$ cat config.mk
export PLATFORM = sky130hd
export DESIGN_NAME = button_event_arbiter
export DESIGN_NICKNAME = d
export VERILOG_FILES = /design/src/rtl/button_event_arbiter.sv
export SDC_FILE = /design/constraint.sdc
export NUM_CORES = 1
export LEC_CHECK = 0
export ABC_AREA = 1
export CELL_PAD_IN_SITES_DETAIL_PLACEMENT = 1
export CELL_PAD_IN_SITES_GLOBAL_PLACEMENT = 1
export CORE_ASPECT_RATIO = 0.5
export CORE_UTILIZATION = 45
export CTS_CLUSTER_DIAMETER = 30
export CTS_CLUSTER_SIZE = 40
export DETAILED_ROUTE_END_ITERATION = 8
export HOLD_SLACK_MARGIN = 0.02
export PLACE_DENSITY_LB_ADDON = 0.15
export SLEW_MARGIN = 20
export SYNTH_ARGS = -nofsm -noshare
export SYNTH_HDL_FRONTEND = slang
export SYNTH_SLANG_ARGS = --single-unit
$ cat constraint.sdc
create_clock -name clk -period 3.2 [get_ports clk]
set_clock_uncertainty 0.2 [all_clocks]
set_input_delay 0.32 -clock clk [delete_from_list [all_inputs] [get_ports clk]]
set_output_delay 0.32 -clock clk [all_outputs]
set_load 0.1 [all_outputs]
$ cat src/rtl/button_event_arbiter.sv
// -----------------------------------------------------------------------------
// button_event_arbiter
//
// Player-input front end for the LED game. Each raw button is synchronised by
// a 2-flop chain, debounced by a per-button stability counter, and every
// accepted level change becomes a press or release event. Events wait in a
// per-button pending slot and are granted round-robin, at most one per cycle,
// into a small first-word-fall-through FIFO that is read over valid/ready.
//
// Ports
//   clk           system clock, all logic on the rising edge
//   reset         synchronous active-high reset
//   buttons       raw asynchronous button levels, 1 = pressed
//   enable        1 = turn debounced transitions into events, 0 = drop them
//   flush         synchronous clear of the FIFO and the pending slots
//   event_valid   FIFO head is valid (registered)
//   event_ready   consumer takes the head this cycle
//   event_button  button index of the head event (registered)
//   event_press   1 = press, 0 = release, for the head event (registered)
//   fifo_count    FIFO occupancy (registered)
//   overflow      sticky: a pending event was overwritten before it was queued
// -----------------------------------------------------------------------------
module button_event_arbiter #(
  parameter int NUM_BUTTONS     = 4,
  parameter int IDX_W           = 2,
  parameter int DEBOUNCE_CYCLES = 16,
  parameter int FIFO_DEPTH      = 4
) (
  input  logic                          clk,
  input  logic                          reset,
  input  logic [NUM_BUTTONS-1:0]        buttons,
  input  logic                          enable,
  input  logic                          flush,
  output logic                          event_valid,
  input  logic                          event_ready,
  output logic [IDX_W-1:0]              event_button,
  output logic                          event_press,
  output logic [$clog2(FIFO_DEPTH):0]   fifo_count,
  output logic                          overflow
);

  localparam int PTR_W  = $clog2(FIFO_DEPTH);
  localparam int CNT_W  = PTR_W + 1;
  localparam int ENT_W  = IDX_W + 1;
  localparam int EXT_N  = 1 << IDX_W;
  localparam int DB_W   = (DEBOUNCE_CYCLES > 1) ? $clog2(DEBOUNCE_CYCLES) : 1;

  localparam logic [DB_W-1:0]  DB_LAST   = DB_W'(DEBOUNCE_CYCLES - 1);
  localparam logic [DB_W-1:0]  DB_ONE    = DB_W'(1);
  localparam logic [PTR_W-1:0] PTR_ONE   = PTR_W'(1);
  localparam logic [CNT_W-1:0] CNT_FULL  = CNT_W'(FIFO_DEPTH);
  localparam logic [CNT_W-1:0] CNT_ZERO  = CNT_W'(0);
  localparam logic [IDX_W:0]   NB_WIDE   = (IDX_W + 1)'(NUM_BUTTONS);
  localparam logic [IDX_W-1:0] IDX_LAST  = IDX_W'(NUM_BUTTONS - 1);
  localparam logic [IDX_W-1:0] IDX_ZERO  = IDX_W'(0);
  localparam logic [IDX_W-1:0] IDX_ONE   = IDX_W'(1);

  // Round-robin pointer advance: one past the granted button, wrapping.
  function automatic logic [IDX_W-1:0] rr_after(input logic [IDX_W-1:0] grant);
    if (grant == IDX_LAST) begin
      return IDX_ZERO;
    end else begin
      return grant + IDX_ONE;
    end
  endfunction

  // Synchroniser and debouncer state
  logic [NUM_BUTTONS-1:0] meta_r;
  logic [NUM_BUTTONS-1:0] sync_r;
  logic [NUM_BUTTONS-1:0] stable_r;
  logic [DB_W-1:0]        db_cnt_r [NUM_BUTTONS];
  logic [NUM_BUTTONS-1:0] trans_s;

  // Pending stage and arbiter
  logic [NUM_BUTTONS-1:0] pend_r;
  logic [NUM_BUTTONS-1:0] kind_r;
  logic [IDX_W-1:0]       rr_ptr_r;
  logic                   overflow_r;
  logic [EXT_N-1:0]       pend_ext_s;
  logic [EXT_N-1:0]       kind_ext_s;
  logic [EXT_N-1:0]       grant_oh_ext_s;
  logic [NUM_BUTTONS-1:0] grant_oh_s;
  logic [IDX_W:0]         cand_sum_s;
  logic                   found_s;
  logic [IDX_W-1:0]       grant_idx_s;

  // FIFO
  logic [ENT_W-1:0]       mem_r [FIFO_DEPTH];
  logic [PTR_W-1:0]       wr_ptr_r;
  logic [PTR_W-1:0]       rd_ptr_r;
  logic [CNT_W-1:0]       count_r;
  logic                   valid_r;
  logic [ENT_W-1:0]       head_r;
  logic                   pop_s;
  logic                   push_s;
  logic [ENT_W-1:0]       push_data_s;
  logic [PTR_W-1:0]       rd_n_s;
  logic [CNT_W-1:0]       count_n_s;
  logic [ENT_W-1:0]       head_n_s;

  // Two-flop synchroniser chain per button.
  always_ff @(posedge clk) begin
    if (reset) begin
      meta_r <= '0;
      sync_r <= '0;
    end else begin
      meta_r <= buttons;
      sync_r <= meta_r;
    end
  end

  // A transition fires on the edge where a differing level has been seen for
  // DEBOUNCE_CYCLES consecutive cycles.
  always_comb begin
    trans_s = '0;
    for (int i = 0; i < NUM_BUTTONS; i++) begin
      trans_s[i] = (sync_r[i] != stable_r[i]) && (db_cnt_r[i] == DB_LAST);
    end
  end

  // Debounce counters and accepted stable levels.
  always_ff @(posedge clk) begin
    for (int i = 0; i < NUM_BUTTONS; i++) begin
      if (reset) begin
        stable_r[i] <= 1'b0;
        db_cnt_r[i] <= '0;
      end else if (sync_r[i] == stable_r[i]) begin
        db_cnt_r[i] <= '0;
      end else if (db_cnt_r[i] == DB_LAST) begin
        stable_r[i] <= ~stable_r[i];
        db_cnt_r[i] <= '0;
      end else begin
        db_cnt_r[i] <= db_cnt_r[i] + DB_ONE;
      end
    end
  end

  // Round-robin search: first pending button at or after rr_ptr, wrapping.
  always_comb begin
    pend_ext_s                   = '0;
    pend_ext_s[NUM_BUTTONS-1:0]  = pend_r;
    kind_ext_s                   = '0;
    kind_ext_s[NUM_BUTTONS-1:0]  = kind_r;
    found_s                      = 1'b0;
    grant_idx_s                  = '0;
    cand_sum_s                   = '0;
    for (int k = 0; k < NUM_BUTTONS; k++) begin
      cand_sum_s = {1'b0, rr_ptr_r} + (IDX_W + 1)'(k);
      if (cand_sum_s >= NB_WIDE) begin
        cand_sum_s = cand_sum_s - NB_WIDE;
      end else begin
        cand_sum_s = cand_sum_s;
      end
      if (!found_s && pend_ext_s[cand_sum_s[IDX_W-1:0]]) begin
        found_s     = 1'b1;
        grant_idx_s = cand_sum_s[IDX_W-1:0];
      end else begin
        // an earlier candidate already holds the grant
        found_s     = found_s;
      end
    end
  end

  // Handshake, grant qualification and next FIFO state. A full FIFO still
  // accepts a push on a cycle that also pops.
  always_comb begin
    pop_s          = valid_r & event_ready;
    push_s         = found_s & ((count_r != CNT_FULL) | pop_s);
    grant_oh_ext_s = '0;
    if (push_s) begin
      grant_oh_ext_s[grant_idx_s] = 1'b1;
    end else begin
      grant_oh_ext_s = '0;
    end
    grant_oh_s  = grant_oh_ext_s[NUM_BUTTONS-1:0];
    push_data_s = {grant_idx_s, kind_ext_s[grant_idx_s]};

    if (pop_s) begin
      rd_n_s = rd_ptr_r + PTR_ONE;
    end else begin
      rd_n_s = rd_ptr_r;
    end
    count_n_s = count_r + CNT_W'(push_s) - CNT_W'(pop_s);

    // The new head is the entry being written this edge when the read
    // pointer lands on the write slot (empty FIFO, or last entry popped).
    if (push_s && (rd_n_s == wr_ptr_r)) begin
      head_n_s = push_data_s;
    end else begin
      head_n_s = mem_r[rd_n_s];
    end
  end

  // Pending slots, round-robin pointer and sticky overflow.
  always_ff @(posedge clk) begin
    if (reset) begin
      pend_r     <= '0;
      kind_r     <= '0;
      rr_ptr_r   <= '0;
      overflow_r <= 1'b0;
    end else if (flush) begin
      // transitions landing on a flush edge are dropped with the queue
      pend_r     <= '0;
    end else begin
      for (int i = 0; i < NUM_BUTTONS; i++) begin
        if (trans_s[i] && enable) begin
          // a new transition wins over a same-edge grant of the old entry
          pend_r[i] <= 1'b1;
          kind_r[i] <= ~stable_r[i];
          if (pend_r[i] && !grant_oh_s[i]) begin
            overflow_r <= 1'b1;
          end else begin
            overflow_r <= overflow_r | 1'b0;
          end
        end else if (grant_oh_s[i]) begin
          pend_r[i] <= 1'b0;
        end else begin
          pend_r[i] <= pend_r[i];
        end
      end
      if (push_s) begin
        rr_ptr_r <= rr_after(grant_idx_s);
      end else begin
        rr_ptr_r <= rr_ptr_r;
      end
    end
  end

  // FIFO storage; contents need no reset because occupancy gates visibility.
  always_ff @(posedge clk) begin
    if (push_s && !flush && !reset) begin
      mem_r[wr_ptr_r] <= push_data_s;
    end
  end

  // FIFO pointers, occupancy and the registered head outputs.
  always_ff @(posedge clk) begin
    if (reset) begin
      wr_ptr_r <= '0;
      rd_ptr_r <= '0;
      count_r  <= '0;
      valid_r  <= 1'b0;
      head_r   <= '0;
    end else if (flush) begin
      wr_ptr_r <= '0;
      rd_ptr_r <= '0;
      count_r  <= '0;
      valid_r  <= 1'b0;
    end else begin
      if (push_s) begin
        wr_ptr_r <= wr_ptr_r + PTR_ONE;
      end
      rd_ptr_r <= rd_n_s;
      count_r  <= count_n_s;
      valid_r  <= (count_n_s != CNT_ZERO);
      // an empty FIFO keeps showing the last head
      if (count_n_s != CNT_ZERO) begin
        head_r <= head_n_s;
      end
    end
  end

  assign event_valid  = valid_r;
  assign event_button = head_r[ENT_W-1:1];
  assign event_press  = head_r[0];
  assign fifo_count   = count_r;
  assign overflow     = overflow_r;

endmodule
==> flow_metrics.py, run 1 <==
metrics = {
    "power": {
        "power_mw": 3.02,
        "power.density_nw_per_um2": 802,
        "power.leakage_nw": 1.69,
        "ir_worst_vdd_v": 0.000343,
    },
    "logic_synthesis": {
        "yosysTopAreaCell": "edfxtp_1",
        "yosysSeqAreaShare_pct": 48.8,
        "synth_edf_count": 28,
        "synth_cell_types": 35,
        "yosys_warnings": 0,
        "synth_area_um2": 3120,
        "ys_seq_elements": 62,
        "syn_area_per_cell_um2": 8.45,
        "yosys_most_used_dff": "dfxtp_1",
        "synth.top_cells.by_area": "edfxtp_1 27%, dfxtp_1 22%, nand2_1 7.6%",
        "synthTopCellsByCount": "63 x nand2_1, 59 x inv_1, 54 x nor2_1, 34 x dfxtp_1, 29 x nand3_1",
        "yosys.area.top_type_share_pct": 27.0,
        "synth_most_common_cell": "nand2_1",
        "async_flop_share_pct": 0,
        "synthCells": 369,
    },
    "setup_path": {
        "worstSetupPathType": "flop to flop",
        "reg2reg_depth": 20,
        "path_cells": "clkbuf_2 > nand2_2 > nand3_2 > nand2_2 > nor2_4 > nand3_4 > nand2_4 > ha_1 > inv_1 > ha_1 > fa_1 > xor2_1 > inv_1 > nand3_2 > nand2_2 > inv_1 > nor2_1 > nor2_1 > nand2_1 > inv_1",
        "crit_path_max_incr_delay_ns": 0.39,
        "cp_slowest_cell": "dfxtp_4",
        "cp_max_fo": 7,
        "critical_path_buf_inv_count": 5,
        "regToRegSetupSlack_ns": 0.18,
        "cp-start-kind": "flop",
        "worstPathArrival_ns": 3.06,
        "required_ns": 3.23,
        "cp-end-kind": "flop",
        "r2r-start": "rr_ptr_r[0]",
        "path_delay_family": "simple AND/OR/NAND/NOR gates",
        "crit_top_cell": "inv_1",
        "reg2reg_to": "head_r[1]",
    },
    "min_path": {
        "min_to": "sync_r[0]",
        "hp-start": "meta_r[0]",
        "whs_path_depth": 2,
        "worstHoldPathType": "flop to flop",
    },
    "cells_and_area": {
        "fin_cells": 508,
        "drive_above_1_share_pct": 12.7,
        "num-nets-final": 435,
        "syn_to_final_growth_pct": 20.8,
        "fillers": 822,
        "antenna_cells": 0,
        "final_util_pct": 56.2,
    },
    "clock_tree": {
        "cts_buffer_depth": 2,
        "cts_tree": "yes",
        "clockRootBuffer": "clkbuf_16",
        "clock_sinks": 62,
        "cts_max_level": 3,
        "clkTransAtPathRegs_ns": 0.05,
        "numCtsBuffers": 9,
        "clk_latency_ns": 0.33,
        "postCtsHoldBufs": 0,
    },
    "floorplan": {
        "ioPinCount": 17,
        "rows": 21,
        "core_area_um2": 6700,
        "dieWidth_um": 120,
        "die_area_um2": 7290,
        "floorplan.die.height_um": 60.9,
        "start_util_pct": 46.5,
    },
    "placed_design": {
        "placed_cells": 490,
        "portBuffers": 16,
        "gp_congestion": 0.854,
        "place_hpwl_um": 5150,
    },
    "detailed_routing": {
        "drc": 0,
        "vias": 2438,
        "wl_um": 7010,
        "drtPass1Iterations": 4,
        "drtIter0Drc": 61,
        "vias_per_cell": 4.80,
        "ant_nets": 0,
        "wire_per_inst_um": 13.8,
    },
    "sta": {
        "worst_slew_pin_slew_ns": 0.581,
        "slew_violations": 0,
        "finalCriticalPeriod_ns": 3.02,
        "tns_ns": 0,
        "min_period_over_period_pct": 94.5,
        "setup_viol": 0,
        "hold_ws_ns": 0.206,
        "fmax_mhz": 331,
        "finalHoldViolCount": 0,
        "slew_headroom_pct": 61.1,
    },
    "global_routing": {
        "track_usage_pct": 21.9,
        "grt_start_max_net_pins": 17,
        "antenna_found_initial": 0,
        "grt-ovfl-total": 0,
        "grt_pass1_wl_um": 11700,
        "grt_pass1_vias": 2532,
    },
    "outcome": {
        "run_status": "finished, final reports clean",
    },
    "flow_run": {
        "cap_violations": 0,
    },
}
-- power by group --
part	leakage, nW	internal, mW	total (mW)	switching [mW]
logic	0.979	0.301	1.02	0.716
clock network	0.153	0.664	1.00	0.338
registers	0.553	0.944	1.00	0.0577
-- sequential cells by signal (all words and copies together) (netlist names), 3 cells and up --
register	flops
meta_r	4
fifo_count	3
head_r	3
kind_ext_s	4
pend_ext_s	4
sync_r	4
mem_r	12
stable_r	4
db_cnt_r	16
-- per-layer routing --
layer | routed length (µm) | GRT usage (%) | vias up
li1 | - | - | 1250
met1 | 3250 | 24.9 | 1157
met2 | 3470 | 38.8 | 25
met3 | 217 | 7.99 | 6
met4 | 78 | 8.75 | 0
met5 | 0 | 0 | -
-- through the flow --
step	setup slack (ns)	area, µm²
2_1_floorplan	0.0153	3170
3_3_place_gp	0.138	3430
3_5_place_dp	-0.0636	3430
4_1_cts	0.0301	3740
5_1_grt	-0.0146	3770
6_report	0.176	3770
-- worst reg2reg max path, stage by stage (launching register included) --
cell      delay [ns]
dfxtp_4         0.39
clkbuf_2        0.18
nand2_2         0.08
nand3_2         0.09
nand2_2         0.08
nor2_4          0.17
nand3_4         0.12
nand2_4         0.08
ha_1            0.13
inv_1           0.04
ha_1            0.18
fa_1            0.38
xor2_1          0.17
inv_1           0.10
nand3_2         0.10
nand2_2         0.09
inv_1           0.08
nor2_1          0.11
nor2_1          0.05
nand2_1         0.07
inv_1           0.03
-- how the worst max path moves through the flow --
stage | slack, ns | start | cells after the start | end
after floorplan | 0.02 | event_valid | 16 | head_r[1]
after global placement | 0.14 | rr_ptr_r[0] | 20 | head_r[1]
after detailed placement | -0.06 | rr_ptr_r[0] | 20 | head_r[2]
after CTS | 0.03 | rr_ptr_r[0] | 20 | head_r[1]
after global routing | -0.01 | rr_ptr_r[0] | 21 | head_r[1]
final | 0.18 | rr_ptr_r[0] | 20 | head_r[1]
-- cells in the final DEF, fill, tap and decap left out, drive strengths merged --
| cell | n |
|---|---|
| a211oi | 4 |
| edfxtp | 28 |
| clkbuf | 13 |
| o21bai | 1 |
| dfxtp | 34 |
| or2 | 1 |
| a31oi | 1 |
| clkdlybuf4s50 | 8 |
| nand3 | 32 |
| nor2 | 55 |
| conb | 16 |
| fa | 1 |
| xnor2 | 5 |
| o211ai | 2 |
| o22ai | 2 |
| nand2 | 74 |
| o21ai | 16 |
| nand4 | 5 |
| inv | 62 |
| clkinv | 4 |
| bufinv | 1 |
| nor3b | 1 |
| xor2 | 12 |
| a21oi | 13 |
| buf | 11 |
| ha | 14 |
-- cell type report --
| class | count | area [µm²] | share of cell area [%] |
|---|---|---|---|
| Inverter | 63 | 241 | 6.41 |
| Tap cell | 92 | 115 | 3.06 |
| Timing Repair Buffer | 20 | 168 | 4.45 |
| Clock buffer | 12 | 268 | 7.11 |
| Multi-Input combinational cell | 255 | 1410 | 37.3 |
| Clock inverter | 4 | 42.5 | 1.13 |
| Sequential cell | 62 | 1530 | 40.5 |
-- cells by family (layout without fill, tap and decap cells) --
group / Yosys count / in the layout / share of synthesized area, %
other: 1 / 16 / 0.120
buffers and inverters: 67 / 99 / 8.27
AO/OA/AOI/OAI: 39 / 39 / 7.06
XOR/XNOR: 17 / 17 / 5.02
adder cells (fa/ha/maj): 15 / 15 / 6.26
AND/OR/NAND/NOR: 168 / 168 / 24.5
flip-flops: 62 / 62 / 48.8
-- repair_timing --
| action | 4_1_cts | 5_1_grt |
|---|---|---|
| gates cloned | 0 | 0 |
| resized for setup | 1 | 6 |
| endpoints found under the setup margin | 3 | 3 |
| buffers inserted | 0 | 2 |
| pin swaps | 0 | 1 |
Note: power is estimated with default switching activity, not from simulation.
==> run 2: changes to the inputs <==
--- a/config.mk
+++ b/config.mk
@@ -5,11 +5,10 @@
 export SDC_FILE = /design/constraint.sdc
 export NUM_CORES = 1
 export LEC_CHECK = 0
-export ABC_AREA = 1
 export CELL_PAD_IN_SITES_DETAIL_PLACEMENT = 1
 export CELL_PAD_IN_SITES_GLOBAL_PLACEMENT = 1
 export CORE_ASPECT_RATIO = 0.5
-export CORE_UTILIZATION = 45
+export CORE_UTILIZATION = 47
 export CTS_CLUSTER_DIAMETER = 30
 export CTS_CLUSTER_SIZE = 40
 export DETAILED_ROUTE_END_ITERATION = 8
==> run 2 against run 1 <==
Against the previous run: worst setup slack got worse by 0.038 ns; sequential share of layout area up 1.2 points; clock power barely moved; highest routed layer unchanged; sequential power shrank 15%; critical endpoint is now head_r[0].
==> flow_metrics.py, run 2 <==
metrics = {
    "outcome": {
        "run_status": "finished, final reports clean",
    },
    "sta": {
        "layout_setup_ws_ns": 0.138,
        "slew_headroom_pct": 63.4,
        "slew_violations": 0,
        "min_period_over_period_pct": 95.7,
        "fmax_mhz": 327,
        "rsz0062_at_grt": "false",
        "finalCriticalPeriod_ns": 3.06,
        "finalHoldViolCount": 0,
        "worst_slew_pin_slew_ns": 0.534,
        "setup_viol": 0,
    },
    "clock_tree": {
        "clkTransAtPathRegs_ns": 0.05,
        "cts_max_level": 3,
        "cts_tree": "yes",
        "clockRootBuffer": "clkbuf_16",
        "clock_sinks": 62,
        "numCtsBuffers": 9,
        "clk_latency_ns": 0.33,
        "cts_setup_buffers": 0,
        "cts_buffer_depth": 2,
    },
    "global_routing": {
        "antenna_found_initial": 0,
        "grt_pass1_vias": 2152,
        "grt-ovfl-total": 0,
        "grt_pass1_wl_um": 10500,
        "track_usage_pct": 22.3,
        "grt_start_max_net_pins": 31,
    },
    "logic_synthesis": {
        "synth_area_um2": 2930,
        "async_flop_share_pct": 0,
        "yosysTopAreaCell": "edfxtp_1",
        "yosys_warnings": 0,
        "syn_area_per_cell_um2": 11.2,
        "synth_top_family_by_area": "simple AND/OR/NAND/NOR gates",
        "synthTopCellsByCount": "34 x dfxtp_1, 33 x nor2_1, 28 x edfxtp_1, 19 x nand2_1, 14 x ha_1",
        "synthCells": 263,
        "synth_edf_count": 28,
        "synth_cell_types": 49,
        "synthSimpleGateAreaFrac_pct": 17.7,
        "synth.top_cells.by_area": "edfxtp_1 29%, dfxtp_1 23%, ha_1 6.0%",
        "yosysSeqAreaShare_pct": 51.9,
        "synthXorXnorAreaFrac_pct": 5.08,
        "synth.mux.area_fraction_pct": 7.94,
        "synth_fa_ha_area_share_pct": 6.66,
        "ys_seq_elements": 62,
        "yosys_most_used_dff": "dfxtp_1",
        "synth_most_common_cell": "dfxtp_1",
        "synth_compound_area_share_pct": 7.59,
        "yosys.area.top_type_share_pct": 28.7,
    },
    "power": {
        "ir_worst_vdd_v": 0.000421,
        "power.leakage_nw": 1.45,
        "power_mw": 1.88,
        "power.density_nw_per_um2": 512,
    },
    "cells_and_area": {
        "final_cell_mix": "33 x nor2_1, 30 x dfxtp_1, 28 x edfxtp_1",
        "syn_to_final_growth_pct": 25.4,
        "fin_cells": 400,
        "design_area_um2": 3680,
        "largest_reg_flops": 16,
        "drive_above_1_share_pct": 18.0,
        "fillers": 599,
        "final_common_cell": "nor2_1",
        "top_regs": "db_cnt_r: 16 flops, mem_r: 12 flops",
        "num-nets-final": 335,
        "antenna_cells": 0,
        "largest_register": "db_cnt_r",
    },
    "setup_path": {
        "worstSetupPathType": "flop to flop",
        "worstPathArrival_ns": 3.07,
        "cp-end-kind": "flop",
        "cp_max_fo": 6,
        "cp-start-kind": "flop",
        "reg2reg_depth": 13,
        "required_ns": 3.21,
    },
    "floorplan": {
        "start_util_pct": 51.0,
        "rows": 19,
        "floorplan.die.height_um": 57.9,
        "dieWidth_um": 114,
        "core_area_um2": 5750,
        "die_area_um2": 6580,
        "ioPinCount": 17,
    },
    "placed_design": {
        "gp_congestion": 0.777,
        "dpl_cell_area_um2": 3340,
        "portBuffers": 16,
        "place_ws_ns": -0.311,
        "place_hpwl_um": 4760,
        "placed_cells": 384,
    },
    "detailed_routing": {
        "vias": 2068,
        "vias_per_cell": 5.17,
        "ant_nets": 0,
        "wire_per_inst_um": 16.1,
        "drtPass1Iterations": 4,
        "drtIter0Drc": 49,
        "wl_um": 6430,
        "drc": 0,
    },
    "flow_run": {
        "cap_violations": 0,
    },
    "min_path": {
        "whs_path_depth": 1,
        "worstHoldPathType": "flop to flop",
    },
}
## run 2: changes by cell type in the layout (fill, tap and decap cells not counted), moves of 6 or more
cell     delta
and3_1      +9
buf_4       +8
inv_1      -49
mux2i_1    +12
nand2_1    -43
nand2_2    -12
nand3_1    -18
nor2_1     -21
nor2b_1     +9
o21ai_0     -8
or3_1       +6
xor2_1      -6
## run 2: cells by family after synthesis
kind of cell / Yosys count
simple gates: 104
flops: 62
compound gates: 30
xor+xnor: 17
mux: 17
buf+inv: 17
fa+ha+maj: 15
other cells: 1
## run 2: path summary, 6_finish.rpt
path / start / endpoint / slack (ns)
worst max-delay path: pend_ext_s[3] / head_r[0] / 0.14
worst min-delay path: meta_r[1] / sync_r[1] / 0.23
worst max register to register: pend_ext_s[3] / head_r[0] / 0.14
worst min register to register: meta_r[1] / sync_r[1] / 0.23
## run 2: power breakdown
| part | switching (mW) | leakage [nW] | total [mW] | internal (mW) |
|---|---|---|---|---|
| registers | 0.00885 | 0.550 | 0.847 | 0.838 |
| logic | 0.0336 | 0.741 | 0.0575 | 0.0239 |
| clock network | 0.322 | 0.159 | 0.979 | 0.657 |
## run 2: area by class of cell
type | instances | area (µm²) | share of cell area, %
clock buffers | 14 | 307 | 8.33
repair buffers | 27 | 225 | 6.12
clock inverters | 2 | 10.0 | 0.272
inverters | 12 | 52.6 | 1.43
flip-flops and latches | 62 | 1530 | 41.7
well taps | 84 | 105 | 2.86
multi-input cells | 199 | 1450 | 39.3
## run 2: critical path, stage by stage (launching register included)
cell     delay, ns
dfxtp_1       0.46
nor4_4        0.08
a31oi_4       0.23
inv_8         0.04
ha_4          0.25
inv_1         0.05
ha_2          0.18
fa_2          0.38
xnor2_2       0.22
xnor2_2       0.17
a21oi_4       0.10
and2_4        0.15
nor3b_1       0.14
a311o_1       0.28
## run 2: stage by stage
stage / setup TNS, ns / hold slack [ns] / utilization [%]
global route: 0 / 0.260 / 63.9
detailed placement: -0.571 / 0.225 / 58.1
finish: 0 / 0.234 / 63.9
global placement: -0.249 / 0.225 / 58.1
CTS: 0 / 0.238 / 63.7
floorplan: 0 / 0.214 / -
## run 2: routing by layer
layer | vias to the layer above | routed length [µm] | global-route usage [%]
met3 | 8 | 229 | 7.64
met5 | - | 0 | 0
li1 | 1015 | - | -
met1 | 1014 | 2920 | 26.2
met4 | 0 | 78 | 8.65
met2 | 31 | 3190 | 38.6
## run 2: repair_timing
action                                  in CTS  in global routing
pin swaps                                    1                  0
gates resized for setup                      1                  2
endpoints found under the setup margin       2                  1
hold buffers                                 0                  0
==> patch (flow settings as in run 2) <==
Set the parameter `DEBOUNCE_CYCLES` to 32 (it was 16).
--- a/src/rtl/button_event_arbiter.sv
+++ b/src/rtl/button_event_arbiter.sv
@@ -25,3 +25,3 @@
   parameter int IDX_W           = 2,
-  parameter int DEBOUNCE_CYCLES = 16,
+  parameter int DEBOUNCE_CYCLES = 32,
   parameter int FIFO_DEPTH      = 4
Check against the original RTL: same outputs for any inputs over 10 cycles, from zero or initial values and one cycle with reset high; that may be too few to reach the edited logic, so the function may still have changed.
==> patch against run 2 <==
Worst setup slack lost 19 ps; critical path depth grew 1; first-iteration DRC count grew 51%; power grew 0.39%; sequential cell count grew 4; area after synthesis grew 7.6%; routed wire length grew 4.8%; combinational power is essentially flat; design area grew 4.7%; non-clock buffer count is the same; critical path type unchanged; largest cell class unchanged.
==> patch: results (changes against run 2) <==
Outcome
  • Outcome: complete, no violations

GRT
  • Largest net degree at the start of global routing: 30 (-3.2%)
  • GRT Total Usage: 22.2% (-0.12 points)
  • Global-route wire length before repair: 11500 um (+8.8%)
  • Vias in the first global route: 2397 (+11%)

Worst setup path
  • Crit path max-delay cell type: fa_2
  • Largest stage delay, worst path: 350 ps (-110 ps)
  • Flop2flop setup slack: 120 ps (-20 ps)
  • Crit Path Max Fanout: 2 (-4)
  • Worst r2r path cells: 14 (+1)
  • CP arrival: 3100 ps (+30 ps)
  • Reg-to-Reg Start: pend_ext_s[0]

Synthesis
  • Synth top cells by count: nor2_1, dfxtp_1, edfxtp_1
  • Sequential share of the synthesized area: 52.0% (+0.12 points)
  • Synth area leaders: edfxtp_1, dfxtp_1, ha_1
  • Number of synthesized flops with an enable pin: 32 (+14%)

Power
  • Leakage: 1.56 nW (+7.6%)
  • VDD IR max: 354 uV (-16%)
  • Switching pwr: 0.000385 W (+5.6%)

Layout
  • Filler Cells Inserted: 671 (+12%)
  • Fraction of layout cells with a size suffix above 1: 16.1% (-2.0 points)
  • Biggest regs: db_cnt_r: 20 flops, mem_r: 12 flops
  • Total Nets Final: 353 (+5.4%)

Placement
  • DP Wirelength: 5140 um (+8.0%)
  • GP Congestion: 0.769 (-0.98%)
  • Dpl cell area: 3540 um^2 (+5.9%)

Detailed routing
  • Detailed Route Iter0 Violations: 74 (+51%)
  • Total Wirelength: 6740 um (+4.8%)
  • Drt via density: 5.12 (-0.93%)

Clock tree
  • Root Driver: clkbuf_16
  • CTS H-Tree Depth: 3 (unchanged)
  • Total CTS buffers: 9 (unchanged)

Timing
  • Hold slack: 242 ps (+8.37 ps)
  • Least-Margin Pin Slew: 521 ps (-12.7 ps)

Worst hold path
  • Hold EP: sync_r[2]
  • Hold path startpoint: meta_r[2]
[patch: cell count changes after synthesis, moves of 3 or more]
| cell | before | now |
|---|---|---|
| nand2_1 | 19 | 12 |
| and2_1 | 4 | 10 |
| edfxtp_1 | 28 | 32 |
| ha_1 | 14 | 18 |
| o21ai_0 | 6 | 2 |
| a211oi_1 | 1 | 4 |
| nand3_1 | 10 | 7 |
| nand3b_1 | 1 | 4 |
| nor2_1 | 33 | 36 |
[patch: through the flow]
step | util, % | worst slack (ps) | power [W] | std cells | setup TNS, ps
floorplan | - | 11.4 | 0.000957 | 293 | 0
global placement | 56.4 | -158 | 0.000976 | 402 | -158
detailed placement | 56.4 | -334 | 0.000980 | 402 | -539
CTS | 61.0 | 14.4 | 0.00191 | 418 | 0
global route | 61.3 | -11.9 | 0.00196 | 418 | -11.9
finish | 61.3 | 119 | 0.00189 | 418 | 0
[patch: worst max path at each step]
| stage | startpoint | to | slack [ps] | cells past startpoint |
|---|---|---|---|---|
| 6_report | pend_ext_s[0] | head_r[0] | 120 | 14 |
| 5_1_grt | pend_ext_s[2] | head_r[0] | -10 | 14 |
| 4_1_cts | event_ready | head_r[0] | 10 | 14 |
| 3_5_place_dp | event_ready | head_r[0] | -330 | 14 |
| 3_3_place_gp | event_ready | head_r[0] | -160 | 14 |
| 2_1_floorplan | fifo_count[1] | head_r[0] | 10 | 13 |
[patch: power by group through the flow]
stage               logic [W]  clock network [W]  registers, W
global route        0.0000648           0.000985      0.000906
global placement    0.0000543                  0      0.000922
floorplan           0.0000361                  0      0.000921
CTS                 0.0000573           0.000947      0.000907
finish              0.0000574           0.000928      0.000906
detailed placement  0.0000564                  0      0.000924
[patch: logic make-up after synthesis]
group                    share of synthesized area (%)
multiplexers                                      7.53
adder cells (fa/ha/maj)                           7.77
buffers and inverters                             3.05
other                                            0.119
XOR/XNOR                                          4.72
AND/OR/NAND/NOR                                   17.0
AO/OA/AOI/OAI                                     7.81
flip-flops                                        52.0
[patch: timing repair]
action	CTS	global route
hold buffers	0	0
setup buffers	0	0
gates resized for setup	2	6
pin swaps	1	2
setup endpoints to repair	1	1
[patch: cell type report]
class	instances	area (um^2)	area share, %
flip-flops and latches	66	1660	43.1
well taps	88	110	2.86
clock inverters	2	10.0	0.260
repair buffers	27	225	5.85
multi-input cells	208	1520	39.6
clock buffers	14	274	7.11
inverters	13	48.8	1.27
[patch: layer usage]
| layer | wire [um] | GRT usage [%] | share of wire, % |
|---|---|---|---|
| met5 | 0 | 0 | 0 |
| met4 | 68 | 5.86 | 1.0 |
| met3 | 263 | 9.64 | 3.9 |
| met2 | 3400 | 41.6 | 50 |
| met1 | 3000 | 23.5 | 45 |
